## config.mk

```make
export PLATFORM = sky130hd
export DESIGN_NAME = seq_pattern_gen
export DESIGN_NICKNAME = d
export VERILOG_FILES = /design/src/rtl/seq_pkg.sv /design/src/rtl/seq_pattern_shifter.sv /design/src/rtl/seq_pattern_gen.sv
export SDC_FILE = /design/constraint.sdc
export NUM_CORES = 1
export LEC_CHECK = 0
export ABC_AREA = 0
export CORE_MARGIN = 4
export CORE_UTILIZATION = 35
export CTS_CLUSTER_SIZE = 16
export DETAILED_ROUTE_END_ITERATION = 16
export PLACE_DENSITY_LB_ADDON = 0.05
export REMOVE_ABC_BUFFERS = 1
export SLEW_MARGIN = 20
export SYNTH_ARGS = -nofsm -noshare
export SYNTH_HDL_FRONTEND = slang
export SYNTH_SLANG_ARGS = --single-unit
```

## constraint.sdc

```tcl
create_clock -name clk -period 2.86 [get_ports clk]
set_input_delay 0.429 -clock clk [delete_from_list [all_inputs] [get_ports clk]]
set_output_delay 0.429 -clock clk [all_outputs]
set_load 0.02 [all_outputs]
```

## src/rtl/seq_pkg.sv

```systemverilog
// rtl/seq_pkg.sv - state encoding and default widths for the serial pattern generator
package seq_pkg;

  localparam int DEF_W     = 8;
  localparam int DEF_LEN_W = 4;
  localparam int DEF_REP_W = 4;
  localparam int DEF_GAP_W = 4;

  localparam logic [2:0] IDLE  = 3'd0;
  localparam logic [2:0] SHIFT = 3'd1;
  localparam logic [2:0] GAP   = 3'd2;
  localparam logic [2:0] PAR   = 3'd3;
  localparam logic [2:0] DONE  = 3'd4;

endpackage

```

## src/rtl/seq_pattern_shifter.sv

```systemverilog
// rtl/seq_pattern_shifter.sv - pattern store, MSB-first bit index and running even parity
module seq_pattern_shifter #(
  parameter int W     = 8,
  parameter int LEN_W = 4
) (
  input  logic             clk,
  input  logic             rst,
  input  logic             load,
  input  logic             restart,
  input  logic             shift,
  input  logic [W-1:0]     pat_i,
  input  logic [LEN_W-1:0] len_i,
  output logic             bit_out,
  output logic             last,
  output logic             parity
);

  localparam int IDX_W = (W > 1) ? $clog2(W) : 1;

  logic [W-1:0]     pat_q;
  logic [LEN_W-1:0] len_q;
  logic [LEN_W-1:0] idx_q;
  logic             par_q;

  // restart replays the stored pattern for the next repetition
  always_ff @(posedge clk) begin
    if (rst) begin
      pat_q <= '0;
      len_q <= '0;
      idx_q <= '0;
      par_q <= 1'b0;
    end else if (load) begin
      pat_q <= pat_i;
      len_q <= len_i;
      idx_q <= len_i - LEN_W'(1);
      par_q <= 1'b0;
    end else if (restart) begin
      idx_q <= len_q - LEN_W'(1);
      par_q <= 1'b0;
    end else if (shift) begin
      if (!last) begin
        idx_q <= idx_q - LEN_W'(1);
      end
      par_q <= par_q ^ bit_out;
    end
  end

  assign bit_out = pat_q[idx_q[IDX_W-1:0]];
  assign last    = (idx_q == '0);
  assign parity  = par_q;

endmodule

```

## src/rtl/seq_pattern_gen.sv

```systemverilog
// rtl/seq_pattern_gen.sv - serial MSB-first pattern transmitter with repeat count and idle gap
// Optional per-instance even parity bit: define SEQ_PATTERN_GEN_PARITY_EN
module seq_pattern_gen
  import seq_pkg::*;
#(
  parameter int W     = DEF_W,
  parameter int LEN_W = DEF_LEN_W,
  parameter int REP_W = DEF_REP_W,
  parameter int GAP_W = DEF_GAP_W
) (
  input  logic             clk,
  input  logic             rst,
  input  logic             start_valid,
  output logic             start_ready,
  input  logic [W-1:0]     pat,
  input  logic [LEN_W-1:0] pat_len,
  input  logic [REP_W-1:0] reps,
  input  logic [GAP_W-1:0] gap,
  input  logic             abort,
  output logic             x,
  output logic             x_valid,
  output logic             busy,
  output logic             done
);

  localparam logic [LEN_W-1:0] W_LEN = LEN_W'(W);

  logic [2:0]       state_q, state_d;
  logic [2:0]       next_inst;
  logic [REP_W-1:0] rep_left_q;
  logic [GAP_W-1:0] gap_q, gap_cnt_q;
  logic [LEN_W-1:0] len_sat;
  logic             accept, inst_end, restart;
  logic             sh_bit, sh_last, sh_parity;

  assign len_sat = (pat_len > W_LEN) ? W_LEN : pat_len;
  assign accept  = start_valid && (state_q == IDLE) && !abort;

`ifdef SEQ_PATTERN_GEN_PARITY_EN
  assign inst_end = (state_q == PAR);
`else
  assign inst_end = (state_q == SHIFT) && sh_last;
  logic unused_parity;
  assign unused_parity = sh_parity;
`endif

  assign restart = (state_d == SHIFT) && ((state_q == GAP) || inst_end);

  seq_pattern_shifter #(
    .W     (W),
    .LEN_W (LEN_W)
  ) u_shifter (
    .clk     (clk),
    .rst     (rst),
    .load    (accept),
    .restart (restart),
    .shift   (state_q == SHIFT),
    .pat_i   (pat),
    .len_i   (len_sat),
    .bit_out (sh_bit),
    .last    (sh_last),
    .parity  (sh_parity)
  );

  always_ff @(posedge clk) begin
    if (rst) begin
      state_q <= IDLE;
    end else begin
      state_q <= state_d;
    end
  end

  always_comb begin
    next_inst = DONE;
    if (rep_left_q != '0) begin
      next_inst = (gap_q != '0) ? GAP : SHIFT;
    end
    state_d = state_q;
    case (state_q)
      IDLE:  if (accept) state_d = (len_sat == '0) ? DONE : SHIFT;
`ifdef SEQ_PATTERN_GEN_PARITY_EN
      SHIFT: if (sh_last) state_d = PAR;
      PAR:   state_d = next_inst;
`else
      SHIFT: if (sh_last) state_d = next_inst;
`endif
      GAP:   if (gap_cnt_q == GAP_W'(1)) state_d = SHIFT;
      DONE:  state_d = IDLE;
      default: state_d = IDLE;
    endcase
    if (abort && (state_q != IDLE)) begin
      state_d = IDLE;
    end
  end

  always_comb begin
    x           = 1'b0;
    x_valid     = 1'b0;
    done        = 1'b0;
    busy        = 1'b0;
    start_ready = 1'b0;
    case (state_q)
      IDLE:  start_ready = 1'b1;
      SHIFT: begin
        x       = sh_bit;
        x_valid = 1'b1;
        busy    = 1'b1;
      end
`ifdef SEQ_PATTERN_GEN_PARITY_EN
      PAR: begin
        x       = sh_parity;
        x_valid = 1'b1;
        busy    = 1'b1;
      end
`endif
      GAP:   busy = 1'b1;
      DONE:  done = 1'b1;
      default: ;
    endcase
  end

  // rep_left_q counts instances still owed after the current one
  always_ff @(posedge clk) begin
    if (rst) begin
      rep_left_q <= '0;
      gap_q      <= '0;
      gap_cnt_q  <= '0;
    end else if (accept) begin
      rep_left_q <= (reps == '0) ? '0 : reps - REP_W'(1);
      gap_q      <= gap;
      gap_cnt_q  <= '0;
    end else begin
      if (inst_end && (rep_left_q != '0)) begin
        rep_left_q <= rep_left_q - REP_W'(1);
      end
      if ((state_d == GAP) && (state_q != GAP)) begin
        gap_cnt_q <= gap_q;
      end else if (state_q == GAP) begin
        gap_cnt_q <= gap_cnt_q - GAP_W'(1);
      end
    end
  end

endmodule

```

* Yosys cells after proc, flatten, opt, wreduce, memory -nomap -nowiden
Index checks and enable logic that the tools add are counted.
** Word-level totals
- Latch bits :: 0
- Input port bits :: 24
- Register bits after elaboration :: 31
- RAM bits :: 0
- Logic and storage cells :: 70
- ROM bits :: 0
- Memories kept :: 0
- Output and inout bits :: 5
** Operators by class
- Eq/ne operators :: 8
- Reduce and logical (&&, ||, !) cells :: 22
- Bitwise gates (word level) :: 0
- Shift-type cells :: 0
- $mul :: 0
- Div/mod/pow operators :: 0
- Multiplexer cells :: 25
- Add/sub/neg operators :: 6
- Magnitude comparators :: 2
** Operators with widths (count)
- $mux 4 :: 10
- $sub 4x1->4 const B :: 6
- $mux 3 :: 6
- $logic_not 4->1 :: 3
- $pmux 3 s3 :: 1
- $reduce_bool 4->1 :: 2
- $logic_and 1x1->1 :: 7
- $eq 3x1->1 const B :: 2
- $eq 3x2->1 const B :: 2
- $mux 1 :: 6
- $reduce_bool 3->1 :: 2
- $eq 4x1->1 const B :: 1
- $gt 4x4->1 const B :: 1
- $lt 3x4->1 const B :: 1
- $reduce_bool 2->1 :: 2
- $reduce_or 2->1 :: 2
- $bmux 1 s3 :: 1
- $eq 3x3->1 const B :: 1
- $logic_not 3->1 :: 1
- $ne 3x2->1 const B :: 1
- $ne 3x3->1 const B :: 1
- $mux 2 :: 1
- $reduce_and 2->1 :: 1
- $logic_not 1->1 :: 1
- $logic_or 1x1->1 :: 1

* Depth between registers and ports, before layout
- Depth after elaboration :: 11
- Mapped depth :: 10
- Depth with buffers taken out :: 10

* Cells and area by module
Synthesis repeated with hierarchy kept, for this count alone.
** Unflattened totals
- Cells, all modules :: 209
- Area, all modules :: 1803.0 µm²
** Modules (own cells, without submodules)
- seq_pattern_gen :: instances 1, area an instance 984.7 µm², sequential area each 300.3 µm², cells each 124
- seq_pattern_shifter :: instances 1, area an instance 818.3 µm², sequential area each 340.3 µm², cells each 85

* Worst setup path after synthesis
No wires, ideal clock.
- Path type :: register to register
- Start point :: reg state_q[0]
- End point :: reg u_shifter.idx_q[2]
- Library setup time :: 86 ps
- Clock period less this slack :: 2475 ps
- Cell stages (with the launch flop) :: 11
- Slack :: 385 ps
- Required time :: 2774 ps
- Arrival :: 2390 ps
- Buffers on the path :: 1
- Cells stage by stage :: dfxtp_1 or3b_1 buf_2 clkinv_2 nand4b_1 a311o_4 mux2i_1 a21oi_1 ha_1 xor2_1 a211oi_1
** Between the ends
- Word-level cells in the longest chain between the ends :: 10
- Elaborated cells on any way between the ends :: 21
- Classes of those cells :: eq/ne: 4; mux: 7; reduce/logical: 10
** RTL lines
- from (decl) :: line seq_pattern_gen.sv:28 : logic [2:0] state_q, state_d;
- from (signal assigned) :: line seq_pattern_gen.sv:69 : state_q <= state_d;
- $logic_not 3->1 :: line seq_pattern_gen.sv:37, seq_pattern_gen.sv:79
- $logic_and 1x1->1 (2 in series) :: line seq_pattern_gen.sv:37 : assign accept = start_valid && (state_q == IDLE) && !abort;
- $mux 3 :: line seq_pattern_gen.sv:80 : IDLE: if (accept) state_d = (len_sat == '0) ? DONE : SHIFT;
- $pmux 3 s3 :: line seq_pattern_gen.sv:79 : case (state_q)
- $mux 3 :: line seq_pattern_gen.sv:91 : if (abort && (state_q != IDLE)) begin
- $eq 3x1->1 :: line seq_pattern_gen.sv:47 : assign restart = (state_d == SHIFT) && ((state_q == GAP) || inst_end);
- $logic_and 1x1->1 :: line seq_pattern_gen.sv:47
- $ne 3x3->1 (no source line), or another cell as far along
- $reduce_and 2->1 (no source line) / $mux 4 (equally long branches)
- to (signal assigned) :: line seq_pattern_shifter.sv:35 : idx_q <= len_i - LEN_W'(1);
- to (signal assigned) :: line seq_pattern_shifter.sv:38 : idx_q <= len_q - LEN_W'(1);
- to (signal assigned) :: line seq_pattern_shifter.sv:42 : idx_q <= idx_q - LEN_W'(1);
- to (decl) :: line seq_pattern_shifter.sv:22 : logic [LEN_W-1:0] idx_q;
Several ways; a longest one is shown, not always the timed one.
A chain may end at the register's enable or synchronous reset.

* Worst setup path after layout
Ends and elaborated chain as after synthesis.

==> qor.csv <==
stage,metric,value,unit
route,Routed Antenna Nets,0,
worst_setup_path,Crit path required time,3.06,ns
logic_synthesis,Synth Register Bits,31,
worst_setup_path,Crit-path slowest cell,or4b_4,
timing,RSZ-0062 raised after global routing,false,
route,final WL,4160,um
route,total number of vias,1599,
min_path,Hold Path Class,reg2reg,
logic_synthesis,Unique masters post-synth,47,
placed_design,dpl cells,287,
floorplanning,Die W,77.0,um
route,DR WL/cell,14.1,um
worst_setup_path,worst path bufs/invs,0,
logic_synthesis,post-synthesis cell area,1670,um2
placed_design,final weighted congestion in routability-driven placement,0.801,
logic_synthesis,ys flop type,dfxtp_1,
cts,Max clock buf depth,2,
global_route,total global routing overflow,0,
route,initial DRC count,174,
cts,Post-CTS Setup Bufs,0,
finish,Final Core Density,48.9,%
global_route,largest net degree at the start of global routing,27,
worst_setup_path,Crit path largest cell delay,0.50,ns
finish,Finished Layout Cells,295,
logic_synthesis,Syn Area/Cell,8.14,um2
cts,clk sinks,31,
logic_synthesis,asr flop ratio synth,0,%
finish,fraction of layout instances using a drive strength above 1,13.6,%
worst_setup_path,WS Path Type,reg2reg,
global_route,GRT Total Usage,15.1,%
worst_setup_path,"delay-heaviest family, CP",compound AO/OA/AOI/OAI gates,
cts,hold buffer count at cts,0,
cts,Skew-Pair Late Insertion Delay,0.29,ns
logic_synthesis,"EDFF count, synth",0,
finish,fin area,2190,um2
worst_setup_path,Crit. End Element,flip-flop,
timing,max-slew violation count,0,
floorplanning,starting density of the core,37.3,%
worst_setup_path,Setup crit start kind,flip-flop,
global_route,vias in the first global route,1512,
timing,clock skew,0.00493,ns
route,vias per cell,5.42,
finish,Area Overhead vs Synth,31.1,%
timing,final setup violation count,0,
finish,nets@finish,270,
logic_synthesis,post-synth top area share,37.2,%
floorplanning,I/O pin cnt,29,
floorplanning,die height,77.0,um
timing,Period minus WS final,2.63,ns
floorplanning,FP Rows,24,
flow_run,# Max-Cap Violations,0,
cts,Root Buffer Master,clkbuf_8,
logic_synthesis,synthesis warning total,0,
logic_synthesis,Synth area leader,dfxtp_1,
global_route,initial antenna violation count,0,
global_route,first-pass GRT wire length,7210,um
status,status,finished clean,
route,drt drc,0,
floorplanning,Core Area,4470,um2
cts,Clock transition at path regs,0.07,ns
worst_setup_path,worst path cell trace,or3_4 -> or4b_4 -> a311o_4 -> a311oi_2 -> ha_1 -> xor2_1 -> a211oi_1,
placed_design,# port buffers,28,
placed_design,DP HPWL,3060,um
timing,Fin. Hold Viols,0,
route,First-pass DRT Iterations,4,
logic_synthesis,sequential-to-total area share from yosys stat,37.2,%
logic_synthesis,gate count of the mapped netlist,205,
power,PwrDens,570,nW/um2
timing,Worst Tran Pin Value,0.632,ns
logic_synthesis,dominant cells by area after synthesis,"dfxtp_1, nand2_1, a21oi_1",
timing,Rel. slew slack,57.7,%
power,Leak,0.823,nW
placed_design,placed inst area,2070,um2
timing,FMAX,381,MHz
power,Worst VDD drop,226,uV
cts,post-cts gate resize count,0,
worst_setup_path,CP Data Arrival Time,2.83,ns
floorplanning,die area,5930,um2
cts,CTS Buf Count,5,
cts,H-Tree Level Count,2,
timing,Final Cycle Share,91.9,%
finish,diode count,0,
cts,CTS tree,yes,
worst_setup_path,worst-path fanout max,7,
worst reg2reg max path, delay by kind of cell, from the launching register on:
kind                       cells  cell delay, ns
DFF                            1            0.35
and+or+nand+nor                2            0.92
xor gates and xnor gates       1            0.07
adders and majority gates      1            0.22
AOI/OAI and AO/OA              3            0.98
layout make-up:
cell class                 instances  area [um2]
fill                             451        2290
multi-input combinational        157         986
sequential                        31         621
timing repair buffer              40         370
clock buffer                       6        82.6
tap                               52        65.1
clock inverter                     2        35.0
inverter                           7        27.5
report_power, final:
part | total, mW | internal, mW | switching (mW) | leakage [nW]
Sequential | 0.498 | 0.464 | 0.0341 | 0.253
Clock | 0.458 | 0.282 | 0.176 | 0.0612
Combinational | 0.291 | 0.145 | 0.146 | 0.509
Total | 1.25 | 0.891 | 0.356 | 0.823
registers in the layout, summed over array words and instances, names as in the netlist:
register / cells
gap_cnt_q: 4
u_shifter.pat_q: 8
rep_left_q: 4
u_shifter.idx_q: 4
state_q: 3
u_shifter.len_q: 4
gap_q: 4
per-layer routing:
layer,GRT usage (%),share of wire (%),wire [um],vias up
met2,23.5,46,1910,33
met4,5.34,1.5,61,0
met1,19.8,48,2010,741
met5,0,0,0,-
li1,-,-,-,818
met3,4.33,4.2,176,7
through the flow:
stage               hold WS (ns)  TNS (ns)  worst slack [ns]  total power [mW]
floorplan                  0.427         0            0.0880             0.670
global placement           0.441         0            0.0669             0.791
detailed placement         0.448  -0.00631          -0.00631             0.798
CTS                        0.458         0             0.248              1.26
global route               0.485         0            0.0627              1.32
finish                     0.455         0             0.232              1.25
synth_stat cells (2+ instances only):
cell type,count
clkbuf_1,9
xor2_1,2
nor2_1,17
nor4_1,5
nand3b_1,2
nor3b_1,5
o211ai_1,3
and4_1,3
and2_1,2
ha_1,4
a21oi_1,23
mux4_2,2
nor3_1,6
nand2_1,37
inv_1,6
o21ai_0,7
dfxtp_1,31
xnor2_1,2
a211oi_1,3
and3_1,3
nand3_1,4
mux2i_1,3
a311oi_2,2
path summary, 6_finish.rpt:
check,cells past startpoint,to,slack (ns),from
worst max-delay path,7,u_shifter.idx_q[2]$_SDFFE_PP0P_,0.23,state_q[0]$_SDFF_PP0_
worst min-delay path,2,u_shifter.pat_q[2]$_SDFFE_PP0P_,0.45,u_shifter.pat_q[2]$_SDFFE_PP0P_
worst max register to register,7,u_shifter.idx_q[2]$_SDFFE_PP0P_,0.23,state_q[0]$_SDFF_PP0_
worst min register to register,2,u_shifter.pat_q[2]$_SDFFE_PP0P_,0.45,u_shifter.pat_q[2]$_SDFFE_PP0P_
cells in the final DEF, fill, tap and decap left out, types with 2 or more instances in the layout:
cell	instances
nand3_1	4
mux2i_1	3
mux4_2	2
nor3b_1	4
and2_1	2
nor3b_2	2
clkdlybuf4s50_1	28
nand2_1	37
buf_4	12
nand3b_1	2
nor4_1	5
clkinv_2	2
xnor2_1	2
nor3_1	6
nor2_1	17
ha_1	4
o21ai_0	7
a311oi_2	2
and4_1	3
inv_1	6
o211ai_1	3
clkbuf_8	6
dfxtp_1	31
a211oi_1	3
a21oi_1	23
and3_1	3
xor2_1	2
cells by family after synthesis:
kind of cell | count (synthesis) | synth area share [%]
DFF | 31 | 37.2
adders and majority gates | 4 | 3.00
and+or+nand+nor | 95 | 29.4
buffers and inverters | 17 | 3.98
AOI/OAI and AO/OA | 49 | 19.8
muxes | 5 | 4.50
xor gates and xnor gates | 4 | 2.10
(Power assumes the default switching activity.)
